==> config.mk <==
export PLATFORM = sky130hd
export DESIGN_NAME = ram_arbiter
export DESIGN_NICKNAME = d
export VERILOG_FILES = /design/src/rtl/cpu_types_pkg.sv /design/src/rtl/starve_counter.sv /design/src/rtl/ram_arbiter.sv
export SDC_FILE = /design/constraint.sdc
export NUM_CORES = 1
export LEC_CHECK = 0
export BUFFER_PORTS_ARGS = -buffer_cell sky130_fd_sc_hd__buf_2
export CAP_MARGIN = 30
export CORE_MARGIN = 2
export CORE_UTILIZATION = 55
export DETAILED_ROUTE_END_ITERATION = 16
export GPL_ROUTABILITY_DRIVEN = 0
export GPL_TIMING_DRIVEN = 0
export PLACE_DENSITY = 0.77
export SYNTH_ARGS = -nofsm -noshare
export SYNTH_HDL_FRONTEND = slang
export SYNTH_SLANG_ARGS = --single-unit
==> constraint.sdc <==
create_clock -name CLK -period 5.04 [get_ports CLK]
set_input_delay 1.008 -clock CLK [delete_from_list [all_inputs] [get_ports CLK]]
set_output_delay 1.008 -clock CLK [all_outputs]
set_load 0.01 [all_outputs]
==> src/rtl/cpu_types_pkg.sv <==
// Shared CPU-side types: RAM status, arbiter FSM states, requester indices.
package cpu_types_pkg;

    typedef enum logic [1:0] {
        FREE   = 2'd0,
        BUSY   = 2'd1,
        ACCESS = 2'd2,
        ERROR  = 2'd3
    } ramstate_t;

    typedef enum logic [1:0] {
        IDLE = 2'd0,
        XFER = 2'd1,
        TURN = 2'd2
    } arb_state_t;

    localparam int unsigned NUM_REQ = 4;

    localparam logic [1:0] REQ_D0 = 2'd0;
    localparam logic [1:0] REQ_I0 = 2'd1;
    localparam logic [1:0] REQ_D1 = 2'd2;
    localparam logic [1:0] REQ_I1 = 2'd3;

endpackage

==> src/rtl/starve_counter.sv <==
// Saturating counter tracking how many data grants an icache has lost.
module starve_counter #(
    parameter int unsigned LIMIT = 8
) (
    input  logic CLK,
    input  logic nRST,
    input  logic inc,
    input  logic clr,
    output logic sat
);

    localparam int unsigned CW = (LIMIT < 1) ? 1 : $clog2(LIMIT + 1);

    logic [CW-1:0] cnt_q, cnt_d;

    // Clear wins over increment; hold once the limit is reached.
    always_comb begin
        cnt_d = cnt_q;
        if (clr) begin
            cnt_d = '0;
        end else if (inc && (cnt_q != CW'(LIMIT))) begin
            cnt_d = cnt_q + CW'(1);
        end
    end

    // Count register.
    always_ff @(posedge CLK or negedge nRST) begin
        if (!nRST) begin
            cnt_q <= '0;
        end else begin
            cnt_q <= cnt_d;
        end
    end

    assign sat = (cnt_q == CW'(LIMIT));

endmodule

==> src/rtl/ram_arbiter.sv <==
// Four-way RAM arbiter: data-over-instruction priority with starvation
// protection, per-class round-robin, one- or two-word transfers and a
// one-cycle bus turnaround between grants.
module ram_arbiter
    import cpu_types_pkg::*;
#(
    parameter int unsigned STARVE_LIMIT = 8
) (
    input  logic                CLK,
    input  logic                nRST,
    input  logic [NUM_REQ-1:0]  req,
    input  logic [NUM_REQ-1:0]  blk,
    input  ramstate_t           ramstate,
    output logic [NUM_REQ-1:0]  gnt,
    output logic [1:0]          gnt_id,
    output logic                beat,
    output logic                beat_done,
    output logic                xfer_done,
    output logic                err
);

    arb_state_t         state_q, state_d;
    logic [NUM_REQ-1:0] gnt_q, gnt_d;
    logic [1:0]         gnt_id_q, gnt_id_d;
    logic               beat_q, beat_d;
    logic               blk_q, blk_d;
    logic               dptr_q, dptr_d;
    logic               iptr_q, iptr_d;

    logic               inc0, inc1, clr0, clr1;
    logic               sat0, sat1;
    logic               i0_starved, i1_starved;
    logic               win_valid, win_data;
    logic [1:0]         win_id;

    starve_counter #(.LIMIT(STARVE_LIMIT)) u_starve_i0 (
        .CLK  (CLK),
        .nRST (nRST),
        .inc  (inc0),
        .clr  (clr0),
        .sat  (sat0)
    );

    starve_counter #(.LIMIT(STARVE_LIMIT)) u_starve_i1 (
        .CLK  (CLK),
        .nRST (nRST),
        .inc  (inc1),
        .clr  (clr1),
        .sat  (sat1)
    );

    assign i0_starved = sat0 & req[REQ_I0];
    assign i1_starved = sat1 & req[REQ_I1];

    // Winner selection: starved icache, then data class, then instruction class.
    always_comb begin
        win_valid = |req;
        win_data  = 1'b0;
        win_id    = REQ_D0;
        if (i0_starved && i1_starved) begin
            win_id = iptr_q ? REQ_I1 : REQ_I0;
        end else if (i0_starved) begin
            win_id = REQ_I0;
        end else if (i1_starved) begin
            win_id = REQ_I1;
        end else if (req[REQ_D0] || req[REQ_D1]) begin
            win_data = 1'b1;
            if (req[REQ_D0] && req[REQ_D1]) begin
                win_id = dptr_q ? REQ_D1 : REQ_D0;
            end else begin
                win_id = req[REQ_D0] ? REQ_D0 : REQ_D1;
            end
        end else if (req[REQ_I0] && req[REQ_I1]) begin
            win_id = iptr_q ? REQ_I1 : REQ_I0;
        end else begin
            win_id = req[REQ_I0] ? REQ_I0 : REQ_I1;
        end
    end

    // Next-state, grant bookkeeping and per-cycle beat/abort strobes.
    always_comb begin
        state_d   = state_q;
        gnt_d     = gnt_q;
        gnt_id_d  = gnt_id_q;
        beat_d    = beat_q;
        blk_d     = blk_q;
        dptr_d    = dptr_q;
        iptr_d    = iptr_q;
        beat_done = 1'b0;
        xfer_done = 1'b0;
        err       = 1'b0;
        inc0      = 1'b0;
        inc1      = 1'b0;
        clr0      = 1'b0;
        clr1      = 1'b0;
        case (state_q)
            IDLE: begin
                beat_d = 1'b0;
                if (win_valid) begin
                    state_d  = XFER;
                    gnt_d    = 4'b0001 << win_id;
                    gnt_id_d = win_id;
                    blk_d    = blk[win_id];
                    if (win_data) begin
                        dptr_d = (win_id == REQ_D0);
                        inc0   = req[REQ_I0];
                        inc1   = req[REQ_I1];
                    end else begin
                        iptr_d = (win_id == REQ_I0);
                        clr0   = (win_id == REQ_I0);
                        clr1   = (win_id == REQ_I1);
                    end
                end
            end
            XFER: begin
                if (!req[gnt_id_q]) begin
                    state_d = TURN;
                end else begin
                    case (ramstate)
                        ERROR: begin
                            err     = 1'b1;
                            state_d = TURN;
                        end
                        ACCESS: begin
                            beat_done = 1'b1;
                            if (blk_q && !beat_q) begin
                                beat_d = 1'b1;
                            end else begin
                                xfer_done = 1'b1;
                                state_d   = TURN;
                            end
                        end
                        default: ;
                    endcase
                end
                if (state_d == TURN) begin
                    gnt_d    = '0;
                    gnt_id_d = '0;
                    beat_d   = 1'b0;
                end
            end
            TURN: begin
                state_d = IDLE;
            end
            default: begin
                state_d  = IDLE;
                gnt_d    = '0;
                gnt_id_d = '0;
                beat_d   = 1'b0;
            end
        endcase
    end

    // State and registered outputs.
    always_ff @(posedge CLK or negedge nRST) begin
        if (!nRST) begin
            state_q  <= IDLE;
            gnt_q    <= '0;
            gnt_id_q <= '0;
            beat_q   <= 1'b0;
            blk_q    <= 1'b0;
            dptr_q   <= 1'b0;
            iptr_q   <= 1'b0;
        end else begin
            state_q  <= state_d;
            gnt_q    <= gnt_d;
            gnt_id_q <= gnt_id_d;
            beat_q   <= beat_d;
            blk_q    <= blk_d;
            dptr_q   <= dptr_d;
            iptr_q   <= iptr_d;
        end
    end

    assign gnt    = gnt_q;
    assign gnt_id = gnt_id_q;
    assign beat   = beat_q;

endmodule

==> results.sh <==
export IMPL_ys_ff_latch=20
export IMPL_hp_class="reg -> reg"
export IMPL_viasPerCell=5.66
export IMPL_grt_max_degree=21
export IMPL_synth_edf_count=0
export IMPL_synth_top_family_by_area="simple AND/OR/NAND/NOR gates"
export IMPL_max_cap_violations=0
export IMPL_min_period_over_period_pct=61.2
export IMPL_drc_errors=0
export IMPL_grt_setup_unrepaired="false"
export IMPL_ys_flop_type="dfrtp_1"
export IMPL_die_y_um=50.0
export IMPL_drtPass1Iterations=4
export IMPL_drt_iter0_markers=18
export IMPL_synthAdderAreaFrac_pct=4.30
export IMPL_num_antenna_cells=0
export IMPL_finClkSkew_ns=0.00224
export IMPL_yosys_top_cells_area="dfrtp_1, ha_1, nor2_1"
export IMPL_coreArea_um2=1980
export IMPL_wirelength_um=2310
export IMPL_dp_slack_ns=1.95
export IMPL_p_total_w=0.000687
export IMPL_area_growth_pct=15.0
export IMPL_relSlewSlack_pct=58.6
export IMPL_path_cells="buf_2 > mux4_1 > nand3_1 > nor3_1 > buf_2"
export IMPL_synth_async_sr_flop_share_pct=100
export IMPL_worst_slack_ns=1.96
export IMPL_finalNetCount=146
export IMPL_cts_tree="done"
export IMPL_grt_remaining_overflow=0
export IMPL_cts_made_buffers=3
export IMPL_dieArea_um2=2500
export IMPL_cellPowerDensity_nw_per_um2=513
export IMPL_max_freq_mhz=324
export IMPL_setup_viol=0
export IMPL_grtUsageTotal_pct=21.5
export IMPL_yosysTopAreaCellShare_pct=43.0
export IMPL_avgSynthCellArea_um2=11.2
export IMPL_hpwl_um=1760
export IMPL_ctsHtreeMaxLevel=1
export IMPL_cts_root_buffer="clkbuf_4"
export IMPL_critPathSlowestCell="mux4_1"
export IMPL_cp_num_buf_inv=2
export IMPL_grt_pass1_wl_um=4060
export IMPL_synth_compound_area_share_pct=11.5
export IMPL_ys_types=42
export IMPL_grt_antenna_before_repair=0
export IMPL_required_ns=4.03
export IMPL_drive_gt1_share_pct=29.5
export IMPL_clock_path_buffers=2
export IMPL_final_common_cell="buf_2"
export IMPL_max_stage_delay_ns=0.55
export IMPL_placed_area_um2=1300
export IMPL_finalMaxSlewViolations=0
export IMPL_cts_setup_buffers=0
export IMPL_crit_path_max_fanout=5
export IMPL_netlist_area_um2=1160
export IMPL_dr_total_vias=883
export IMPL_muxShareOfSynthArea_pct=8.06
export IMPL_cts_sinks=20
export IMPL_synthesis_instances=104
export IMPL_ctsHoldBuffers=0
export IMPL_synth_warnings=0
export IMPL_end_kind="output pin"
export IMPL_design_area_um2=1340
export IMPL_tightest_slew_ns=0.616
export IMPL_most_common_layout_cells="buf_2, dfrtp_1, nor2_1"
export IMPL_ir_drop_mv=0.303
export IMPL_wl_per_cell_um=14.8
export IMPL_ys_seq_area_share_pct=43.0
export IMPL_clk_pin_slew_ns=0.11
export IMPL_yosysTopAreaCell="dfrtp_1"
export IMPL_path_delay_family="multiplexers"
export IMPL_clk_latency_ns=0.30
export IMPL_die_x_um=50.0
export IMPL_status="finished, final reports clean"
export IMPL_port_buffers=21
export IMPL_criticalPathCategory="in -> out"
export IMPL_final_setup_tns_ns=0
export IMPL_cts_resized=0
export IMPL_core_rowCount=16
export IMPL_grt_pass1_vias=942
export IMPL_synth_net_count=120
export IMPL_drt_antenna_violating_nets=0
export IMPL_hold_violations=0
export IMPL_path_common_cell="buf_2"
export IMPL_fin_crit_ns=3.08
export IMPL_synth_simple_gate_area_share_pct=27.2
export IMPL_pin_count=22
export IMPL_initial_core_util_pct=58.8
export IMPL_synth_xor_area_share_pct=3.76
export IMPL_leakagePower_nw=0.682
export IMPL_cp_start_kind="input pin"
export IMPL_arrival_ns=2.08
## sequential cells by signal, summed over array words and instances, names as in the netlist
name / flops
gnt: 4
u_starve_i1.cnt_q: 4
beat: 1
dptr_q: 1
iptr_q: 1
blk_q: 1
u_starve_i0.cnt_q: 4
state_q: 2
gnt_id: 2
## worst register-to-register path, delay by kind of cell, from the launching register on
| family | cells | cell delay, ns |
|---|---|---|
| mux | 2 | 0.80 |
| simple gates | 2 | 0.60 |
| flops | 1 | 0.44 |
| fa+ha+maj | 1 | 0.23 |
| buf+inv | 1 | 0.07 |
## stage by stage
stage	hold WS (ns)	cells	utilization, %
final	0.488	156	67.6
after CTS	0.492	156	67.6
after global placement	0.457	152	65.8
after global routing	0.506	156	67.6
after detailed placement	0.467	152	65.8
after floorplan	0.450	104	-
## layer usage
metal  up-vias  GRT usage, %  share of wire (%)
met3         3          3.64                4.8
li1        422             -                  -
met1       426          26.0                 45
met2        32          37.5                 49
met4         0          8.80                1.0
met5         -             0                  0
## logic make-up after synthesis
family,Yosys count
mux,6
flops,20
compound gates,17
fa+ha+maj,4
xor+xnor,5
buf+inv,7
simple gates,45
## path summary, 6_finish.rpt
check / startpoint / to / slack (ns) / cells past startpoint
max: req[2] / xfer_done / 1.96 / 5
min: gnt[1] / gnt[1] / 0.49 / 1
max reg2reg: u_starve_i1.cnt_q[0] / blk_q / 2.80 / 6
min reg2reg: gnt[1] / gnt[1] / 0.49 / 1
max in group asynchronous: nRST / u_starve_i0.cnt_q[0] / 4.10 / 1
min in group asynchronous: nRST / state_q[1] / 0.63 / 1
## cell type report
| class | count | area [um2] |
|---|---|---|
| fill | 147 | 642 |
| sequential | 20 | 500 |
| timing repair buffer | 21 | 105 |
| tap | 27 | 33.8 |
| inverter | 7 | 26.3 |
| clock buffer | 4 | 36.3 |
| multi-input combinational | 77 | 638 |
## Yosys cell counts, types with 3 or more instances
master / count
mux2i_1: 3
a21o_1: 4
dfrtp_1: 20
xnor2_1: 5
ha_1: 4
o21ai_0: 3
nor2_1: 13
o2bb2ai_1: 3
inv_1: 6
nand2_1: 3
## power by group
part	total [W]	leakage (nW)	switching, W	internal [W]
logic	0.000302	0.404	0.000159	0.000143
registers	0.000292	0.257	0.0000652	0.000227
clock network	0.0000925	0.0210	0.0000484	0.0000441
total	0.000687	0.682	0.000273	0.000414
Note: power is estimated with default switching activity, not from simulation.
